`src/rtl/k_and_s_pkg.sv`:
```
// Shared opcode and ALU encodings for the K-and-S control path.
// Opcode field is 5 bits wide so decoder values outside the ISA reach the control unit as unknown.
package k_and_s_pkg;

    typedef enum logic [4:0] {
        I_NOP    = 5'd0,
        I_LOAD   = 5'd1,
        I_STORE  = 5'd2,
        I_MOVE   = 5'd3,
        I_ADD    = 5'd4,
        I_SUB    = 5'd5,
        I_AND    = 5'd6,
        I_OR     = 5'd7,
        I_BRANCH = 5'd8,
        I_BZERO  = 5'd9,
        I_BNZERO = 5'd10,
        I_BNEG   = 5'd11,
        I_BNNEG  = 5'd12,
        I_BOV    = 5'd13,
        I_BNOV   = 5'd14,
        I_HALT   = 5'd15
    } decoded_instruction_type;

    localparam logic [1:0] OP_ADD = 2'b00;
    localparam logic [1:0] OP_SUB = 2'b01;
    localparam logic [1:0] OP_AND = 2'b10;
    localparam logic [1:0] OP_OR  = 2'b11;

    localparam int unsigned MEM_WAIT_MAX = 15;

    function automatic logic is_branch_op(input decoded_instruction_type i);
        return (i == I_BRANCH) || (i == I_BZERO) || (i == I_BNZERO) || (i == I_BNEG) ||
               (i == I_BNNEG) || (i == I_BOV) || (i == I_BNOV);
    endfunction

endpackage

```
`src/rtl/multicycle_control_unit.sv`:
```
// Multicycle FSM sequencing fetch, decode, ALU, memory and branch steps for the K-and-S datapath.
// Outputs are a pure function of state (plus the held IR opcode/flags in the states that need them).
module multicycle_control_unit
    import k_and_s_pkg::*;
#(
    parameter int unsigned MEM_WAIT  = 1,
    parameter bit          BRANCH_EN = 1'b1
) (
    input  logic                    clk,
    input  logic                    rst_n,
    input  decoded_instruction_type decoded_instruction,
    input  logic                    zero_op,
    input  logic                    neg_op,
    input  logic                    unsigned_overflow,
    input  logic                    signed_overflow,
    output logic                    branch,
    output logic                    pc_enable,
    output logic                    ir_enable,
    output logic                    write_reg_enable,
    output logic                    addr_sel,
    output logic                    c_sel,
    output logic [1:0]              operation,
    output logic                    flags_reg_enable,
    output logic                    ram_write_enable,
    output logic                    halt,
    output logic                    instr_retired
);

    typedef enum logic [3:0] {
        StFetch, StFetchWait, StIrLoad, StDecode, StExecAlu,
        StMemWait, StLoadWb, StStoreWr, StBranchRes, StHalt
    } state_e;

    localparam logic [3:0] LP_WAIT = MEM_WAIT[3:0];

    state_e     r_state;
    state_e     w_state_d;
    logic [3:0] r_cnt;
    logic [3:0] w_cnt_d;
    logic       w_is_load;
    logic       w_cond;
    logic       w_unused;

    // Unsigned overflow has no branch opcode in this ISA.
    assign w_unused  = unsigned_overflow;
    assign w_is_load = (decoded_instruction == I_LOAD);

    always_comb begin
        w_cond = 1'b0;
        case (decoded_instruction)
            I_BRANCH: w_cond = 1'b1;
            I_BZERO:  w_cond = zero_op;
            I_BNZERO: w_cond = ~zero_op;
            I_BNEG:   w_cond = neg_op;
            I_BNNEG:  w_cond = ~neg_op;
            I_BOV:    w_cond = signed_overflow;
            I_BNOV:   w_cond = ~signed_overflow;
            default:  w_cond = 1'b0;
        endcase
    end

    always_ff @(posedge clk or negedge rst_n) begin
        if (!rst_n) begin
            r_state <= StFetch;
            r_cnt   <= 4'd0;
        end else begin
            r_state <= w_state_d;
            r_cnt   <= w_cnt_d;
        end
    end

    always_comb begin
        w_state_d        = r_state;
        w_cnt_d          = 4'd0;
        branch           = 1'b0;
        pc_enable        = 1'b0;
        ir_enable        = 1'b0;
        write_reg_enable = 1'b0;
        addr_sel         = 1'b0;
        c_sel            = 1'b0;
        operation        = OP_ADD;
        flags_reg_enable = 1'b0;
        ram_write_enable = 1'b0;
        halt             = 1'b0;
        instr_retired    = 1'b0;

        unique case (r_state)
            StFetch: begin
                w_cnt_d   = LP_WAIT;
                w_state_d = (LP_WAIT != 4'd0) ? StFetchWait : StIrLoad;
            end
            StFetchWait: begin
                // Saturating decrement: the counter never wraps past zero.
                w_cnt_d = (r_cnt != 4'd0) ? r_cnt - 4'd1 : 4'd0;
                if (r_cnt <= 4'd1) w_state_d = StIrLoad;
            end
            StIrLoad: begin
                ir_enable = 1'b1;
                pc_enable = 1'b1;
                w_state_d = StDecode;
            end
            StDecode: begin
                if (decoded_instruction == I_HALT) begin
                    w_state_d = StHalt;
                end else if (decoded_instruction == I_LOAD || decoded_instruction == I_STORE) begin
                    addr_sel = 1'b1;
                    w_cnt_d  = LP_WAIT;
                    if (LP_WAIT != 4'd0)  w_state_d = StMemWait;
                    else if (w_is_load)   w_state_d = StLoadWb;
                    else                  w_state_d = StStoreWr;
                end else if (decoded_instruction == I_MOVE || decoded_instruction == I_ADD ||
                             decoded_instruction == I_SUB  || decoded_instruction == I_AND ||
                             decoded_instruction == I_OR) begin
                    w_state_d = StExecAlu;
                end else if (BRANCH_EN && is_branch_op(decoded_instruction)) begin
                    w_state_d = StBranchRes;
                end else begin
                    instr_retired = 1'b1;
                    w_state_d     = StFetch;
                end
            end
            StMemWait: begin
                addr_sel = 1'b1;
                c_sel    = w_is_load;
                w_cnt_d  = (r_cnt != 4'd0) ? r_cnt - 4'd1 : 4'd0;
                if (r_cnt <= 4'd1) w_state_d = w_is_load ? StLoadWb : StStoreWr;
            end
            StLoadWb: begin
                addr_sel         = 1'b1;
                c_sel            = 1'b1;
                write_reg_enable = 1'b1;
                instr_retired    = 1'b1;
                w_state_d        = StFetch;
            end
            StStoreWr: begin
                addr_sel         = 1'b1;
                ram_write_enable = 1'b1;
                instr_retired    = 1'b1;
                w_state_d        = StFetch;
            end
            StExecAlu: begin
                write_reg_enable = 1'b1;
                flags_reg_enable = 1'b1;
                instr_retired    = 1'b1;
                w_state_d        = StFetch;
                case (decoded_instruction)
                    I_SUB:   operation = OP_SUB;
                    I_AND:   operation = OP_AND;
                    I_OR:    operation = OP_OR;
                    I_MOVE: begin
                        // MOVE passes the operand through OR and must not disturb the flags.
                        operation        = OP_OR;
                        flags_reg_enable = 1'b0;
                    end
                    default: operation = OP_ADD;
                endcase
            end
            StBranchRes: begin
                branch        = w_cond;
                pc_enable     = w_cond;
                instr_retired = 1'b1;
                w_state_d     = StFetch;
            end
            StHalt: begin
                halt = 1'b1;
            end
            default: begin
                w_state_d = StFetch;
            end
        endcase
    end

endmodule

```
`config.mk`:
```
export PLATFORM = sky130hd
export DESIGN_NAME = multicycle_control_unit
export DESIGN_NICKNAME = d
export VERILOG_FILES = /design/src/rtl/k_and_s_pkg.sv /design/src/rtl/multicycle_control_unit.sv
export SDC_FILE = /design/constraint.sdc
export NUM_CORES = 1
export LEC_CHECK = 0
export ABC_CLOCK_PERIOD_IN_PS = 3040
export CAP_MARGIN = 20
export CELL_PAD_IN_SITES_DETAIL_PLACEMENT = 1
export CELL_PAD_IN_SITES_GLOBAL_PLACEMENT = 1
export CORE_MARGIN = 2
export CORE_UTILIZATION = 39
export CTS_BUF_LIST = sky130_fd_sc_hd__clkbuf_4 sky130_fd_sc_hd__clkbuf_8
export DETAILED_ROUTE_END_ITERATION = 8
export GPL_TIMING_DRIVEN = 0
export PLACE_DENSITY = 0.84
export SYNTH_ARGS = -nofsm -noshare
export SYNTH_HDL_FRONTEND = slang
export SYNTH_SLANG_ARGS = --single-unit
```
`constraint.sdc`:
```
create_clock -name clk -period 3.04 [get_ports clk]
set_input_delay 0.456 -clock clk [delete_from_list [all_inputs] [get_ports clk]]
set_output_delay 0.456 -clock clk [all_outputs]
set_load 0.03 [all_outputs]
```
==> flow_summary.json <==
{
  "hold_viol": 0,
  "clock_skew_ns": 0.000526,
  "max_freq_mhz": 346,
  "dieArea_mm2": 0.00246,
  "yosysTopAreaCell": "dfrtp_1",
  "ant_nets": 0,
  "cts_buffers": 3,
  "synth_top_area_frac": 0.247,
  "ys_ff_latch": 8,
  "status": "finished, final reports clean",
  "use_met1": 0.259,
  "path_class": "in2out",
  "synth.distinct_cells": 42,
  "num-nets-final": 124,
  "end_kind": "output port",
  "first_pass_iters": 4,
  "synth_cells": 88,
  "grt_first_pass_wirelength_um": 3790,
  "cts_buffer_depth": 2,
  "fin_crit_sh": 0.952,
  "min_period_ns": 2.89,
  "met2_usage": 0.342,
  "clock_sinks": 8,
  "antenna_cells": 0,
  "wl_um": 2200,
  "use_met3": 0.0394,
  "clockRootBuffer": "clkbuf_4",
  "clk_pin_slew_worst_paths_ns": 0.05,
  "cts_setup_buffers": 0,
  "avgRoutedWirePerCell_um": 15.9,
  "initial_core_util": 0.414,
  "maxCapViolCount": 0,
  "busiest_layer": "met2",
  "drcViolationCount": 0,
  "syn2layout_area_growth_pct": 31.9,
  "grt_max_degree": 11,
  "antenna_found_initial": 0,
  "required_ns": 2.58,
  "insertion_delay_ns": 0.25,
  "finalSetupViolations": 0,
  "whs_ns": 0.477,
  "gp_congestion": 0.780,
  "ys_seq_area_frac": 0.247,
  "detail_route.vias_per_cell": 5.51,
  "worst_setup_path_start_kind": "primary input",
  "overflow": 0,
  "cp.arrival_ns": 2.44,
  "numPortBuffers": 20,
  "place_hpwl_um": 1730,
  "track_usage": 0.202,
  "drive_gt1_frac": 0.225,
  "dieHeight_um": 49.6,
  "p_leak_uw": 0.000440,
  "drt_iter0_drc": 5,
  "grt_pass1_vias": 778,
  "synth_warnings": 0,
  "hp-class": "in2async",
  "holdBufCountCts": 0,
  "rsz0062_at_grt": "false",
  "crit_fanout": 10,
  "io_pins": 23,
  "die_width_um": 49.6,
  "final_cell_mix": "clkdlybuf4s50_1 (19), nor3_1 (8), nor2_1 (8), dfrtp_1 (8), buf_6 (6)",
  "synth.avg_cell_area_um2": 9.23,
  "synthesis.area_um2": 812,
  "cts_tree": "built",
  "synthesis.nets": 99,
  "final_common_cell": "clkdlybuf4s50_1",
  "finalSetupTns_ns": 0,
  "ir_drop_uv": 383,
  "coreArea_mm2": 0.00196,
  "p_per_area_mw_per_mm2": 634,
  "rows": 16,
  "slew_violations": 0,
  "vias": 760,
  "slew_headroom": 0.753,
  "yosys-top-cells-area": "dfrtp_1 (25%), buf_6 (8.3%), nor4b_2 (5.5%)",
  "htreeDepth": 1,
  "tightestPinTransition_ns": 0.366
}
[flip-flops by register name (all words and copies together) (netlist names)]
register	flops
r_state	4
r_cnt	4
[path summary, 6_finish.rpt]
path                                        start                     end  slack [ns]  cells after the start
setup / recovery           decoded_instruction[1]               pc_enable        0.15                      6
hold / removal                              rst_n  r_state[0]$_DFFE_PN0P_        0.48                      1
setup reg to reg           r_state[3]$_DFFE_PN0P_  r_state[0]$_DFFE_PN0P_        1.75                      4
hold reg to reg                r_cnt[3]$_DFF_PN0_      r_cnt[3]$_DFF_PN0_        0.53                      2
max in group asynchronous                   rst_n      r_cnt[3]$_DFF_PN0_        2.31                      1
min in group clk               r_cnt[3]$_DFF_PN0_      r_cnt[3]$_DFF_PN0_        0.53                      2
[per-stage QoR]
stage	power [uW]	cells	setup slack, ns	instance area, um2	utilization
2_1_floorplan	471	88	0.786	812	-
3_3_place_gp	586	135	0.158	1050	0.533
3_5_place_dp	602	135	0.107	1050	0.533
4_1_cts	688	138	0.109	1070	0.545
5_1_grt	735	138	0.0451	1070	0.546
6_report	679	138	0.146	1070	0.546
[cells in the mapped netlist (all sizes together)]
cell and n:
and4 1, o2111ai 1, nor4 3, or3b 1, buf 8, a21oi 2
o211ai 2, nor4bb 1, nor2 8, and4bb 2, and2 1, nand4 1
nor2b 4, o21ai 5, a31o 2, or3 1, a21o 1, a211o 1
a21boi 1, nand2 5, nand2b 3, a31oi 2, xor2 1, dfrtp 8
a311o 1, or2b 1, nor3b 2, and3b 1, nor4b 4, o31ai 1
and3 3, nor3 8, inv 2
[where the power goes]
group	total [uW]	leakage, uW	internal [uW]	switching [uW]
logic	440	0.000320	203	237
registers	159	0.000106	132	26.5
clock network	80.3	0.0000138	45.1	35.2
total	679	0.000440	380	298
[layer usage]
metal / vias up / routed length (um)
met1: 367 / 999
met2: 17 / 1120
met5: - / 0
li1: 374 / -
met4: 0 / 12
met3: 2 / 66
[cell families (layout without fill, tap and decap cells)]
logic type | Yosys count | after routing | synth area share
xor+xnor | 1 | 1 | 0.0108
compound gates | 19 | 19 | 0.166
flops | 8 | 8 | 0.247
simple gates | 50 | 50 | 0.468
buf+inv | 10 | 33 | 0.108
[critical path, stage by stage]
cell and delay, ns:
clkdlybuf4s50_1 0.49, buf_6 0.18, and3_4 0.14, nor4_2 0.32, a31o_1 0.18, clkdlybuf4s50_1 0.66
[repair_timing]
item,4_1_cts,5_1_grt
hold endpoints to repair,0,0
endpoints found under the setup margin,0,1
resized for setup,0,1
[area by class of cell]
type | count | area [um2]
Inverter | 2 | 7.51
Timing Repair Buffer | 20 | 203
Multi-Input combinational cell | 70 | 524
Buffer | 8 | 80.1
Sequential cell | 8 | 200
Clock buffer | 3 | 22.5
Fill cell | 246 | 891
Tap cell | 27 | 33.8
Power figures use the tool's default switching activity.
